<file path="src/rtl/bcrypt_expand_ctrl_pkg.sv">
// Shared constants and state encoding for the bcrypt ExpandKey sequencer.
package bcrypt_pkg;
  localparam int ROUNDS       = 16;
  localparam int P_PAIRS      = 9;
  localparam int N_SRAM       = 4;
  localparam int SRAM_DEPTH   = 128;
  localparam int TOTAL_BLOCKS = P_PAIRS + N_SRAM * SRAM_DEPTH;

  localparam int ADDR_W = $clog2(SRAM_DEPTH);
  localparam int SRAM_W = $clog2(N_SRAM);
  localparam int BLK_W  = $clog2(TOTAL_BLOCKS);
  localparam int RND_W  = $clog2(ROUNDS);

  typedef enum logic [3:0] {
    S_IDLE,
    S_KEYXOR,
    S_CLEAR,
    S_SALT,
    S_ROUND,
    S_FINAL,
    S_WB_P,
    S_WB_S,
    S_DONE
  } expand_state_t;
endpackage

</file>
<file path="src/rtl/bcrypt_expand_ctrl_if.sv">
// Command handshake and datapath strobe bundle between the cost loop, the sequencer and the Blowfish datapath.
interface bcrypt_expand_ctrl_if;
  import bcrypt_pkg::*;

  logic              cmd_valid;
  logic              cmd_ready;
  logic              cmd_use_salt;
  logic              cmd_key_src;
  logic              busy;
  logic              done;
  logic              p_key_src;
  logic              p_key_xor;
  logic              lr_clear;
  logic              lr_salt_xor;
  logic              salt_half;
  logic              round_en;
  logic              final_en;
  logic              p_wb_en;
  logic [3:0]        p_wb_idx;
  logic [N_SRAM-1:0] s_we;
  logic [ADDR_W-1:0] s_waddr;

  modport master (
    output cmd_valid, cmd_use_salt, cmd_key_src,
    input  cmd_ready, busy, done, p_key_src, p_key_xor, lr_clear, lr_salt_xor,
           salt_half, round_en, final_en, p_wb_en, p_wb_idx, s_we, s_waddr
  );

  modport slave (
    input  cmd_valid, cmd_use_salt, cmd_key_src,
    output cmd_ready, busy, done, p_key_src, p_key_xor, lr_clear, lr_salt_xor,
           salt_half, round_en, final_en, p_wb_en, p_wb_idx, s_we, s_waddr
  );
endinterface

</file>
<file path="src/rtl/bcrypt_expand_ctrl_wb_ctr.sv">
// Writeback position tracking: global block index plus S-box SRAM select and address.
module bcrypt_wb_ctr
  import bcrypt_pkg::*;
(
  input  logic              clk,
  input  logic              reset,
  input  logic              i_clr,
  input  logic              i_inc_blk,
  input  logic              i_inc_s,
  output logic [3:0]        o_p_idx,
  output logic              o_salt_half,
  output logic [ADDR_W-1:0] o_addr,
  output logic [SRAM_W-1:0] o_sram,
  output logic              o_is_p_phase,
  output logic              o_is_last
);
  logic [BLK_W-1:0]  r_blk;
  logic [ADDR_W-1:0] r_addr;
  logic [SRAM_W-1:0] r_sram;

  always_ff @(posedge clk) begin
    if (reset || i_clr) begin
      r_blk  <= '0;
      r_addr <= '0;
      r_sram <= '0;
    end else begin
      if (i_inc_blk) r_blk <= r_blk + 1'b1;
      if (i_inc_s) begin
        r_addr <= r_addr + 1'b1;
        if (r_addr == ADDR_W'(SRAM_DEPTH - 1)) r_sram <= r_sram + 1'b1;
      end
    end
  end

  assign o_p_idx      = r_blk[3:0];
  assign o_salt_half  = r_blk[0];
  assign o_addr       = r_addr;
  assign o_sram       = r_sram;
  assign o_is_p_phase = (r_blk < BLK_W'(P_PAIRS));
  assign o_is_last    = (r_blk == BLK_W'(TOTAL_BLOCKS - 1));
endmodule

</file>
<file path="src/rtl/bcrypt_expand_ctrl.sv">
// Sequencer for one bcrypt ExpandKey pass; accepts a command only in IDLE and
// drives one datapath strobe per cycle until the one-cycle done pulse.
module bcrypt_expand_ctrl
  import bcrypt_pkg::*;
(
  input  logic                clk,
  input  logic                reset,
  bcrypt_expand_ctrl_if.slave bus
);
  expand_state_t     r_state;
  expand_state_t     w_next;
  expand_state_t     w_after_wb;
  logic [RND_W-1:0]  r_round_ctr;
  logic              r_use_salt;
  logic              r_key_src;
  logic              w_accept;
  logic              w_clr;
  logic              w_inc_blk;
  logic              w_inc_s;
  logic [3:0]        w_p_idx;
  logic              w_salt_half;
  logic [ADDR_W-1:0] w_addr;
  logic [SRAM_W-1:0] w_sram;
  logic              w_is_p_phase;
  logic              w_is_last;

  bcrypt_wb_ctr u_wb_ctr (
    .clk          (clk),
    .reset        (reset),
    .i_clr        (w_clr),
    .i_inc_blk    (w_inc_blk),
    .i_inc_s      (w_inc_s),
    .o_p_idx      (w_p_idx),
    .o_salt_half  (w_salt_half),
    .o_addr       (w_addr),
    .o_sram       (w_sram),
    .o_is_p_phase (w_is_p_phase),
    .o_is_last    (w_is_last)
  );

  assign w_accept   = (r_state == S_IDLE) && bus.cmd_valid;
  assign w_after_wb = w_is_last ? S_DONE : (r_use_salt ? S_SALT : S_ROUND);

  always_ff @(posedge clk) begin
    if (reset) begin
      r_state     <= S_IDLE;
      r_round_ctr <= '0;
      r_use_salt  <= 1'b0;
      r_key_src   <= 1'b0;
    end else begin
      r_state <= w_next;
      if (r_state == S_ROUND && r_round_ctr != RND_W'(ROUNDS - 1))
        r_round_ctr <= r_round_ctr + 1'b1;
      else
        r_round_ctr <= '0;
      if (w_accept) begin
        r_use_salt <= bus.cmd_use_salt;
        r_key_src  <= bus.cmd_key_src;
      end
    end
  end

  always_comb begin
    w_next          = r_state;
    w_clr           = 1'b0;
    w_inc_blk       = 1'b0;
    w_inc_s         = 1'b0;
    bus.cmd_ready   = 1'b0;
    bus.done        = 1'b0;
    bus.p_key_xor   = 1'b0;
    bus.lr_clear    = 1'b0;
    bus.lr_salt_xor = 1'b0;
    bus.round_en    = 1'b0;
    bus.final_en    = 1'b0;
    bus.p_wb_en     = 1'b0;
    bus.s_we        = '0;
    case (r_state)
      S_IDLE: begin
        bus.cmd_ready = 1'b1;
        if (bus.cmd_valid) w_next = S_KEYXOR;
      end
      S_KEYXOR: begin
        bus.p_key_xor = 1'b1;
        w_next        = S_CLEAR;
      end
      S_CLEAR: begin
        bus.lr_clear = 1'b1;
        w_clr        = 1'b1;
        w_next       = r_use_salt ? S_SALT : S_ROUND;
      end
      S_SALT: begin
        bus.lr_salt_xor = 1'b1;
        w_next          = S_ROUND;
      end
      S_ROUND: begin
        bus.round_en = 1'b1;
        if (r_round_ctr == RND_W'(ROUNDS - 1)) w_next = S_FINAL;
      end
      S_FINAL: begin
        bus.final_en = 1'b1;
        w_next       = w_is_p_phase ? S_WB_P : S_WB_S;
      end
      S_WB_P: begin
        bus.p_wb_en = 1'b1;
        w_inc_blk   = 1'b1;
        w_next      = w_after_wb;
      end
      S_WB_S: begin
        bus.s_we  = N_SRAM'(1) << w_sram;
        w_inc_s   = 1'b1;
        w_inc_blk = 1'b1;
        w_next    = w_after_wb;
      end
      S_DONE: begin
        bus.done = 1'b1;
        w_next   = S_IDLE;
      end
      default: w_next = S_IDLE;
    endcase
  end

  assign bus.busy      = (r_state != S_IDLE);
  assign bus.p_key_src = r_key_src;
  assign bus.p_wb_idx  = w_p_idx;
  assign bus.salt_half = w_salt_half;
  assign bus.s_waddr   = w_addr;
endmodule

</file>
<file path="src/flat_wrapper.sv">
// flat-port wrapper written by rule: the top's interface ports become plain ports
module bcrypt_expand_ctrl_flat import bcrypt_pkg::*;
  (clk, reset, bus_cmd_valid, bus_cmd_use_salt, bus_cmd_key_src, bus_cmd_ready, bus_busy, bus_done, bus_p_key_src, bus_p_key_xor, bus_lr_clear, bus_lr_salt_xor, bus_salt_half, bus_round_en, bus_final_en, bus_p_wb_en, bus_p_wb_idx, bus_s_we, bus_s_waddr);
  bcrypt_expand_ctrl_if bus_i ();
  input  logic clk;
  input  logic reset;
  input wire logic [$bits(bus_i.cmd_valid)-1:0] bus_cmd_valid;
  input wire logic [$bits(bus_i.cmd_use_salt)-1:0] bus_cmd_use_salt;
  input wire logic [$bits(bus_i.cmd_key_src)-1:0] bus_cmd_key_src;
  output wire logic [$bits(bus_i.cmd_ready)-1:0] bus_cmd_ready;
  output wire logic [$bits(bus_i.busy)-1:0] bus_busy;
  output wire logic [$bits(bus_i.done)-1:0] bus_done;
  output wire logic [$bits(bus_i.p_key_src)-1:0] bus_p_key_src;
  output wire logic [$bits(bus_i.p_key_xor)-1:0] bus_p_key_xor;
  output wire logic [$bits(bus_i.lr_clear)-1:0] bus_lr_clear;
  output wire logic [$bits(bus_i.lr_salt_xor)-1:0] bus_lr_salt_xor;
  output wire logic [$bits(bus_i.salt_half)-1:0] bus_salt_half;
  output wire logic [$bits(bus_i.round_en)-1:0] bus_round_en;
  output wire logic [$bits(bus_i.final_en)-1:0] bus_final_en;
  output wire logic [$bits(bus_i.p_wb_en)-1:0] bus_p_wb_en;
  output wire logic [$bits(bus_i.p_wb_idx)-1:0] bus_p_wb_idx;
  output wire logic [$bits(bus_i.s_we)-1:0] bus_s_we;
  output wire logic [$bits(bus_i.s_waddr)-1:0] bus_s_waddr;
  assign bus_i.cmd_valid = bus_cmd_valid;
  assign bus_i.cmd_use_salt = bus_cmd_use_salt;
  assign bus_i.cmd_key_src = bus_cmd_key_src;
  assign bus_cmd_ready = bus_i.cmd_ready;
  assign bus_busy = bus_i.busy;
  assign bus_done = bus_i.done;
  assign bus_p_key_src = bus_i.p_key_src;
  assign bus_p_key_xor = bus_i.p_key_xor;
  assign bus_lr_clear = bus_i.lr_clear;
  assign bus_lr_salt_xor = bus_i.lr_salt_xor;
  assign bus_salt_half = bus_i.salt_half;
  assign bus_round_en = bus_i.round_en;
  assign bus_final_en = bus_i.final_en;
  assign bus_p_wb_en = bus_i.p_wb_en;
  assign bus_p_wb_idx = bus_i.p_wb_idx;
  assign bus_s_we = bus_i.s_we;
  assign bus_s_waddr = bus_i.s_waddr;
  bcrypt_expand_ctrl u_core (.clk(clk), .reset(reset), .bus(bus_i));
endmodule
</file>
<file path="config.mk">
export PLATFORM = sky130hd
export DESIGN_NAME = bcrypt_expand_ctrl_flat
export DESIGN_NICKNAME = d
export VERILOG_FILES = /design/src/rtl/bcrypt_expand_ctrl_pkg.sv /design/src/rtl/bcrypt_expand_ctrl_if.sv /design/src/rtl/bcrypt_expand_ctrl_wb_ctr.sv /design/src/rtl/bcrypt_expand_ctrl.sv /design/src/flat_wrapper.sv
export SDC_FILE = /design/constraint.sdc
export NUM_CORES = 1
export LEC_CHECK = 0
export BUFFER_PORTS_ARGS = -buffer_cell sky130_fd_sc_hd__buf_2
export CAP_MARGIN = 20
export CELL_PAD_IN_SITES_DETAIL_PLACEMENT = 1
export CELL_PAD_IN_SITES_GLOBAL_PLACEMENT = 1
export CORE_MARGIN = 5
export CORE_UTILIZATION = 43
export DETAILED_ROUTE_END_ITERATION = 16
export GPL_ROUTABILITY_DRIVEN = 0
export PLACE_DENSITY = 0.93
export SLEW_MARGIN = 20
export SYNTH_ARGS = -nofsm -noshare
export SYNTH_HDL_FRONTEND = slang
export SYNTH_SLANG_ARGS = --single-unit
</file>
<file path="constraint.sdc">
create_clock -name clk -period 4.5 [get_ports clk]
set_input_delay 0.45 -clock clk [delete_from_list [all_inputs] [get_ports clk]]
set_output_delay 0.45 -clock clk [all_outputs]
set_load 0.01 [all_outputs]
</file>
Word level (Yosys, flattened, before mapping) --
Cells that the tools add are included.
Operators by class: add/sub/neg operators 4, order comparisons 1, equality and inequality tests 14, shifts and indexed selects 1, mux-type cells 17, bitwise logic cells 1, reductions and logical operators 9
Operator list (number):
- $pmux 4 s7 | 1
- $eq 4x3->1 const B | 4
- $mux 4 | 4
- $mux 1 | 11
- $add 10x1->10 const B | 1
- $eq 10x10->1 const B | 1
- $lt 10x4->1 const B | 1
- $eq 4x2->1 const B | 2
- $eq 4x4->1 const B | 2
- $add 7x1->7 const B | 1
- $eq 7x7->1 const B | 1
- $add 4x1->4 const B | 1
- $eq 4x1->1 const B | 1
- $logic_not 4->1 | 1
- $ne 2x2->1 const B | 2
- $ne 4x4->1 const B | 1
- $reduce_and 2->1 | 2
- $reduce_bool 4->1 | 1
- $reduce_or 2->1 | 2
- $shl 1x2->4 const A | 1
- $mux 3 | 1
- $add 2x1->2 const B | 1
- $logic_and 1x1->1 | 2
- $logic_or 1x1->1 | 1
- $not 1->1 | 1
Storage, ports and cells: register bits after elaboration 29, input port bits 5, output and inout bits 26

Depth between registers and ports, before layout --
Gate-level depths: netlist of run 1.
depth after elaboration 4, depth in mapped cells 6

Cells and area by module --
A second synthesis of run 1 with hierarchy kept.
Second synthesis, totals: cells, all modules 175, area, all modules 1476.4 sq um
By module, submodules not included:
- bcrypt_wb_ctr | times used 1, cells each 104, area an instance 922.1 sq um, seq. area each 380.4 sq um
- bcrypt_expand_ctrl | times used 1, cells each 71, area an instance 554.3 sq um, seq. area each 200.2 sq um

Worst setup path after synthesis of run 1 --
OpenSTA, ideal clock, no wires.
path kind register -> output, from reg u_core.r_state[0], to out bus_s_we[0], arrival 1.191 ns, data required time 4.050 ns, path slack 2.859 ns, cell stages (with the launch flop) 5, cells stage by stage dfxtp_1 > clkbuf_1 > and4b_1 > buf_2 > and2_1
On the way: cells in the longest elaborated chain, start to end 2
Ends and longest elaborated chain:
- start, declared | RTL line bcrypt_expand_ctrl.sv:10 | expand_state_t r_state;
- start signal, assigned | RTL line bcrypt_expand_ctrl.sv:51 | r_state <= w_next;
- $eq 4x3->1 | RTL line bcrypt_expand_ctrl.sv:77 | case (r_state)
- $mux 4 | RTL line bcrypt_expand_ctrl.sv:77
- end, declared | RTL line flat_wrapper.sv:22 | output wire logic [$bits(bus_i.s_we)-1:0] bus_s_we;
Every way passes these cells.

Worst setup path in the final report of run 1 --
from reg u_core.r_state[2], to out bus_s_we[2]
The elaborated chain is that of the path after synthesis.

==> results of run 1 <==
worst max-delay path, cell delays in order (launching register included):
cell	delay (ns)
dfxtp_1	0.62
and4b_1	0.53
and2_1	0.20
buf_2	0.14
synth_stat cells (2+ instances only):
cell type  instances  area (µm²)
buf_4              4        30.0
ha_1               8         100
nor3_1             4        20.0
dfxtp_1           29         581
xor2_1             9        78.8
buf_2              3        15.0
nor3b_1            2        15.0
nor2_1            28         105
nand2b_1           3        18.8
and4b_1            2        20.0
inv_1              8        30.0
and4_1             2        17.5
clkbuf_1           3        11.3
mux2i_1            3        30.0
nand4_1            3        18.8
xnor2_1            8        70.1
a21oi_1            6        30.0
and3_1             5        31.3
and2_1             6        37.5
nand3_1            8        40.0
nor2b_1            2        12.5
nand2_1            6        22.5
registers in the layout, summed over array words and instances (netlist names):
name,cells
u_core.bus.p_key_src,1
u_core.r_round_ctr,4
u_core.r_state,4
u_core.r_use_salt,1
u_core.u_wb_ctr.o_addr,7
u_core.u_wb_ctr.o_sram,2
u_core.u_wb_ctr.r_blk,10
metal layers:
layer  wire length (µm)  share of wire
met5                  0              0
met4                 90          0.025
met3                173          0.048
met2               1770           0.49
met1               1590           0.44
final cells by class:
type	count	area, µm²	area share
Clock buffer	7	55.1	0.0322
Multi-Input combinational cell	124	837	0.489
Timing Repair Buffer	30	150	0.0878
Inverter	8	30.0	0.0176
Sequential cell	29	581	0.339
Tap cell	46	57.6	0.0337
power breakdown:
group          total [W]  switching, W  internal [W]
Clock           0.000163     0.0000893     0.0000736
Sequential      0.000275     0.0000131      0.000262
Combinational  0.0000541     0.0000312     0.0000229
worst paths after layout:
| kind | slack, ns | start | endpoint |
|---|---|---|---|
| worst min-delay path | 0.36 | reset | u_core.bus.p_key_src |
| worst max register to register | 2.66 | u_core.r_state[2] | u_core.u_wb_ctr.o_sram[1] |
| worst max-delay path | 2.23 | u_core.r_state[2] | bus_s_we[2] |
| worst min register to register | 0.45 | u_core.r_round_ctr[0] | u_core.r_round_ctr[0] |
cells in the final DEF (no fill, tap or decap), drive strengths merged, types with 2 or more instances in the layout:
master	n
a21oi	6
and2	6
and3	5
and4	2
and4b	2
buf	30
clkbuf	7
dfxtp	29
ha	8
inv	8
mux2i	3
nand2	6
nand2b	3
nand3	8
nand4	3
nor2	28
nor2b	2
nor3	4
nor3b	2
nor4b	2
or4	2
xnor2	8
xor2	9
through the flow:
stage	hold slack [ns]	worst slack, ns	instance area (µm²)
after floorplan	0.418	2.86	1510
after global placement	0.432	2.70	1660
after detailed placement	0.438	2.61	1660
after CTS	0.352	2.21	1710
after global routing	0.378	2.09	1710
final	0.361	2.23	1710
cells by family after synthesis:
family | synth area share
simple gates | 0.305
flops | 0.385
buf+inv | 0.0597
xor+xnor | 0.0988
compound gates | 0.0647
fa+ha+maj | 0.0664
mux | 0.0199
==> flow_metrics.tcl, run 1 <==
set metrics [dict create \
    synth-edff-count 0 \
    die_area_um2 4790 \
    route.vias.total 1286 \
    antenna_found_initial 0 \
    grt_pass1_wl_mm 6.27 \
    first_pass_iters 4 \
    num_antenna_cells 0 \
    hold_violations 0 \
    setup_viol 0 \
    post-route-min-period_ns 2.27 \
    crit_path_max_fanout 13 \
    ys_types 42 \
    synth_area_um2 1510 \
    final_cells 244 \
    power_density_nw_per_um2 288 \
    reg2reg_depth 4 \
    h-tree-depth 2 \
    ys_warn_count 0 \
    cts_sinks 29 \
    fillerInstances 434 \
    viasPerCell 5.27 \
    syn_avg_cell_area_um2 8.77 \
    die_h_um 69.2 \
    ys.flop_type "dfxtp_1" \
    ys_ff_latch 29 \
    relSlewSlack 0.691 \
    fmax_ghz 0.441 \
    cts_max_path_buffers 2 \
    grtUsageMet1 0.188 \
    drc 0 \
    status "complete, no violations" \
    cts_buffers 5 \
    nets 211 \
    power_leakage_nw 0.740 \
    grt_max_degree 20 \
    drt_wl_total_mm 3.62 \
    hold_depth 2 \
    required_ns 4.05 \
    grt-ovfl-total 0 \
    worst_ir_drop_vdd_mv 0.213 \
    critPathArrivalTime_ns 1.82 \
    cts-resized-gates 0 \
    crit_type "reg -> out" \
    clkLatencyLatePin_ns 0.33 \
    dp.cells 237 \
    port_buffers 30 \
    ios 31 \
    antenna_left 0 \
    synthCells 172 \
    power_w 0.000492 \
    async_flop_share 0 \
    syn_nets 185 \
    tightest_slew_ns 0.463 \
    rsz0062_at_grt "no" \
    core_area_um2 3360 \
    fin_util 0.509 \
    cts_tree "done" \
    row_count 21 \
    drt-initial-drc-count 62 \
    dpl.hpwl_mm 2.66 \
    grt_use_met2 0.272 \
    ctsHoldBuffers 0 \
    skew_ns 0.00678 \
    die_width_um 69.2 \
    grt_usage 0.160 \
    crit_path_start_kind "register" \
    area_delta_synth_final_pct 13.4 \
    use_met3 0.0449 \
    min_period_over_period 0.504 \
    endpoint_kind "output port" \
    cap_violations 0 \
    min_path_type "in -> reg" \
    drive_gt1_frac 0.212 \
    path_clk_slew_ns 0.09 \
    fin_tns_setup_ns 0 \
    grt-busiest-layer "met2" \
    final_max_slew_viol_count 0 \
    post-cts-setup-buffer-count 0 \
    clock-root-buffer "clkbuf_4" \
    start_util 0.448 \
    wl_per_cell_um 14.8 \
    grt_pass1_vias 1358 \
    synth.yosys.seq_area_share 0.385 \
]
No activity file was read; power rests on OpenSTA's default activity.
==> run 2, diff against run 1 <==
Settings changed: CORE_UTILIZATION 43 to 36, PLACE_DENSITY 0.93 to 0.84.
Clock period 4.5 ns to 2 ns, I/O delays scaled along.
==> flow_metrics.tcl, run 2 (synthesis gave the netlist of run 1 again) <==
set metrics [dict create \
    status "complete, no violations" \
    fin_tns_setup_ns 0 \
    power_w 0.00122 \
    drive_gt1_frac 0.226 \
    first_pass_iters 2 \
    drt_wl_total_mm 3.35 \
    grtUsageMet1 0.161 \
    register_area_um2 583 \
    dp.cells 242 \
    critPathArrivalTime_ns 1.66 \
    path_clk_slew_ns 0.06 \
    post-cts-setup-buffer-count 0 \
    setup_viol 0 \
    num_antenna_cells 0 \
    route.vias.total 1261 \
    start_util 0.374 \
    min_period_over_period 0.929 \
    port_buffers 30 \
    dpl.hpwl_mm 2.43 \
    relSlewSlack 0.682 \
    drc 0 \
    fillerInstances 502 \
    cts_sinks 29 \
    area_delta_synth_final_pct 16.5 \
    wl_per_cell_um 13.4 \
    r2r_end "u_core.r_state[0]" \
    crit_path_max_fanout 11 \
    clock-root-buffer "clkbuf_8" \
    cts-resized-gates 0 \
    final_max_slew_viol_count 0 \
    ios 31 \
    drt-initial-drc-count 36 \
    grt_usage 0.132 \
    hold_depth 2 \
    cts_max_path_buffers 2 \
    post-route-min-period_ns 1.86 \
    layout_common_cells "30 x buf_2, 28 x nor2_1, 27 x dfxtp_1, 9 x xor2_1" \
    antenna_left 0 \
    viasPerCell 5.06 \
    power_density_nw_per_um2 695 \
    cts_tree "done" \
    fin_ws_ns 0.141 \
    multiInputGateArea_um2 837 \
    die_h_um 74.7 \
    ctsHoldBuffers 0 \
    cap_violations 0 \
    grt_max_degree 20 \
    worstReg2RegStart "u_core.u_wb_ctr.r_blk[8]" \
    reg2reg_slack_ns 0.29 \
    reg2reg_depth 4 \
    crit_type "reg -> out" \
    grt_pass1_wl_mm 5.71 \
    row_count 23 \
    final_cells 249 \
    hold_violations 0 \
    internal_power_w 0.000915 \
    power_leakage_nw 0.759 \
    tightest_slew_ns 0.472 \
    core_area_um2 4030 \
    power_frac_comb 0.097 \
    use_met3 0.0360 \
    final_common_cell "buf_2" \
    grt-busiest-layer "met2" \
    holdPathEnd "u_core.bus.p_key_src" \
    fmax_ghz 0.538 \
    largest_reg_flops 10 \
    pre_cts_ws_ns 0.302 \
    top_register "u_core.u_wb_ctr.r_blk" \
    rsz0062_at_grt "no" \
    die_area_um2 5580 \
    clkLatencyLatePin_ns 0.28 \
    hold_start "reset" \
    required_ns 1.80 \
    crit_path_start_kind "register" \
    worst_ir_drop_vdd_mv 0.345 \
    seq_power_share 0.508 \
    antenna_found_initial 0 \
    min_path_type "in -> reg" \
    grt_use_met2 0.222 \
    endpoint_kind "output port" \
    grt-ovfl-total 0 \
    die_width_um 74.7 \
    cts_buffers 5 \
    grt_pass1_vias 1239 \
    p_sw_w 0.000306 \
    h-tree-depth 2 \
    hold_slack_ns 0.168 \
    nets 212 \
    skew_ns 0.00640 \
    p_clk_frac 0.394 \
    swShare 0.251 \
]
## run 2: per-layer routing
layer,share of wire,vias to the layer above
met5,0,-
met4,0.0096,0
met3,0.050,4
met2,0.48,24
met1,0.46,598
li1,-,635
## run 2: power by group through the flow
stage | Clock, W | Combinational, W | Sequential, W
2_1_floorplan | 0 | 0.0000955 | 0.000613
3_5_place_dp | 0 | 0.000120 | 0.000633
5_1_grt | 0.000528 | 0.000133 | 0.000623
4_1_cts | 0.000502 | 0.000121 | 0.000620
3_3_place_gp | 0 | 0.000118 | 0.000631
6_report | 0.000482 | 0.000119 | 0.000621
## run 2: area by class of cell
cell class	instances	area share
tap	50	0.0356
inverter	8	0.0171
multi-input combinational	124	0.476
timing repair buffer	31	0.0897
clock buffer	7	0.0491
sequential	29	0.332
## run 2: critical path, stage by stage (launching register included)
cell,delay [ns]
dfxtp_1,0.55
and4b_1,0.39
buf_4,0.19
and2_1,0.12
buf_2,0.12
## run 2: worst max path at each step
stage	startpoint	endpoint	slack (ns)	cells past startpoint
2_1_floorplan	u_core.u_wb_ctr.r_blk[8]	u_core.r_state[0]	0.36	4
3_3_place_gp	u_core.u_wb_ctr.r_blk[4]	u_core.r_state[0]	0.32	4
3_5_place_dp	u_core.u_wb_ctr.r_blk[8]	u_core.r_state[0]	0.30	4
4_1_cts	u_core.r_state[2]	bus_s_we[2]	0.04	4
5_1_grt	u_core.r_state[0]	bus_s_we[3]	0.01	4
6_report	u_core.r_state[0]	bus_s_we[2]	0.14	4
## run 2: through the flow
stage               utilization  cell area [µm²]
floorplan                     -             1510
CTS                       0.435             1750
global placement          0.414             1670
global route              0.436             1760
detailed placement        0.414             1670
finish                    0.436             1760
==> run 3, diff against run 2 <==
--- a/constraint.sdc
+++ b/constraint.sdc
@@ -3,2 +3,2 @@
 set_output_delay 0.2 -clock clk [all_outputs]
-set_load 0.01 [all_outputs]
+set_load 0.02 [all_outputs]
==> flow_metrics.tcl, run 3 (synthesis gave the netlist of run 1 again) <==
set metrics [dict create \
    required_ns 1.80 \
    grt-ovfl-total 0 \
    path_buf_inv 2 \
    route.vias.total 1282 \
    fin_ws_ns 0.170 \
    skew_ns 0.00354 \
    cts_max_path_buffers 2 \
    relSlewSlack 0.693 \
    min_period_over_period 0.915 \
    status "complete, no violations" \
    hold_depth 2 \
    fmax_ghz 0.546 \
    nets 214 \
    largest_reg_flops 10 \
    reg2reg_depth 4 \
    p_sw_w 0.000335 \
    cts_buffers 5 \
    drc 0 \
    internal_power_w 0.000894 \
    cts_sinks 29 \
    drive_gt1_frac 0.223 \
    holdPathEnd "u_core.bus.p_key_src" \
    dpl.hpwl_mm 2.73 \
    crit_path_max_fanout 11 \
    ctsHoldBuffers 0 \
    rsz0062_at_grt "no" \
    grt_pass1_vias 1354 \
    die_area_um2 5580 \
    top_register "u_core.u_wb_ctr.r_blk" \
    drt-initial-drc-count 52 \
    pre_cts_ws_ns 0.286 \
    crit_slowest_cell "dfxtp_1" \
    clkLatencyLatePin_ns 0.28 \
    critPathArrivalTime_ns 1.63 \
    viasPerCell 5.09 \
    h-tree-depth 2 \
    core_area_um2 4030 \
    power_leakage_nw 0.764 \
    grt_usage 0.145 \
    drt_wl_total_mm 3.54 \
    fin_area_um2 1760 \
    wl_per_cell_um 14.0 \
    critical-path-max-stage-delay_ns 0.58 \
    crit_path_cell_trace "and4b_1 > buf_4 > and2_1 > buf_2" \
    die_h_um 74.7 \
    crit_path_start_kind "register" \
    reg2reg_slack_ns 0.29 \
    antenna_found_initial 0 \
    swShare 0.272 \
    cp_top_family "flip-flops" \
    worst_ir_drop_vdd_mv 0.368 \
    crit_type "reg -> out" \
    power_frac_comb 0.121 \
    ios 31 \
    r2r_end "u_core.r_state[0]" \
    power_w 0.00123 \
    cts_tree "done" \
    final_common_cell "buf_2" \
    post-route-min-period_ns 1.83 \
    hold_violations 0 \
    first_pass_iters 4 \
    area_delta_synth_final_pct 17.0 \
    placed_cell_area_um2 1680 \
    endpoint_kind "output port" \
    seq_power_share 0.500 \
    port_buffers 30 \
    start_util 0.374 \
    path_clk_slew_ns 0.06 \
    grt_max_degree 20 \
    fin_tns_setup_ns 0 \
    row_count 23 \
    tightest_slew_ns 0.460 \
    hold_slack_ns 0.151 \
    antenna_left 0 \
    min_path_type "in -> reg" \
    power_density_nw_per_um2 697 \
    final_max_slew_viol_count 0 \
    p_clk_frac 0.379 \
    num_antenna_cells 0 \
    cap_violations 0 \
    clock-root-buffer "clkbuf_8" \
    worstReg2RegStart "u_core.u_wb_ctr.r_blk[8]" \
    setup_viol 0 \
    layout_common_cells "30 x buf_2, 28 x nor2_1, 28 x dfxtp_1, 9 x xor2_1" \
    die_width_um 74.7 \
    hold_start "reset" \
    grt_pass1_wl_mm 6.11 \
]
## run 3: cell types whose count changed in the layout (fill, tap and decap cells not counted), sizes merged
cell    delta
buf        +2
clkbuf     +1
## run 3: layout make-up
| class | count | area, µm² |
|---|---|---|
| Fill cell | 505 | 2260 |
| Multi-Input combinational cell | 124 | 837 |
| Sequential cell | 29 | 582 |
| Timing Repair Buffer | 33 | 173 |
| Clock buffer | 8 | 80.1 |
| Tap cell | 50 | 62.6 |
| Inverter | 8 | 30.0 |
## run 3: worst reg2reg max path: stages (launching register included)
cell	delay (ns)
dfxtp_1	0.34
or4_4	0.56
or4_1	0.50
o211ai_2	0.10
a31oi_1	0.10
## run 3: worst max-delay path by stage
stage	startpoint	endpoint	slack [ns]	depth (start not counted)
after floorplan	u_core.r_state[1]	u_core.u_wb_ctr.o_addr[3]	0.31	5
after global placement	u_core.u_wb_ctr.r_blk[8]	u_core.r_state[0]	0.32	4
after detailed placement	u_core.u_wb_ctr.r_blk[8]	u_core.r_state[0]	0.29	4
after CTS	u_core.r_state[2]	bus_s_we[0]	0.1	5
after global routing	u_core.r_state[0]	bus_s_we[1]	0.07	4
final	u_core.r_state[0]	bus_s_we[0]	0.17	4
## run 3: layer usage
metal	share of wire	GRT usage	up-vias
li1	-	-	643
met1	0.46	0.160	607
met2	0.48	0.251	25
met3	0.046	0.0481	7
met4	0.014	0.0672	0
met5	0	0	-
## run 3: repair_timing
| action | in CTS | in global routing |
|---|---|---|
| gates resized for setup | 0 | 1 |
| setup endpoints to repair | 0 | 1 |
| endpoints found under the hold margin | 0 | 0 |
| setup buffers | 0 | 0 |
## run 3: power by group through the flow
stage	clock network [W]	registers (W)	logic, W
floorplan	0	0.000615	0.000111
global placement	0	0.000626	0.000148
detailed placement	0	0.000627	0.000150
CTS	0.000478	0.000614	0.000151
global route	0.000508	0.000617	0.000164
finish	0.000466	0.000615	0.000148
## run 3: metrics by stage
stage / utilization / instances
final: 0.438 / 252
after detailed placement: 0.418 / 244
after global placement: 0.418 / 244
after global routing: 0.438 / 252
after CTS: 0.438 / 252
after floorplan: - / 172
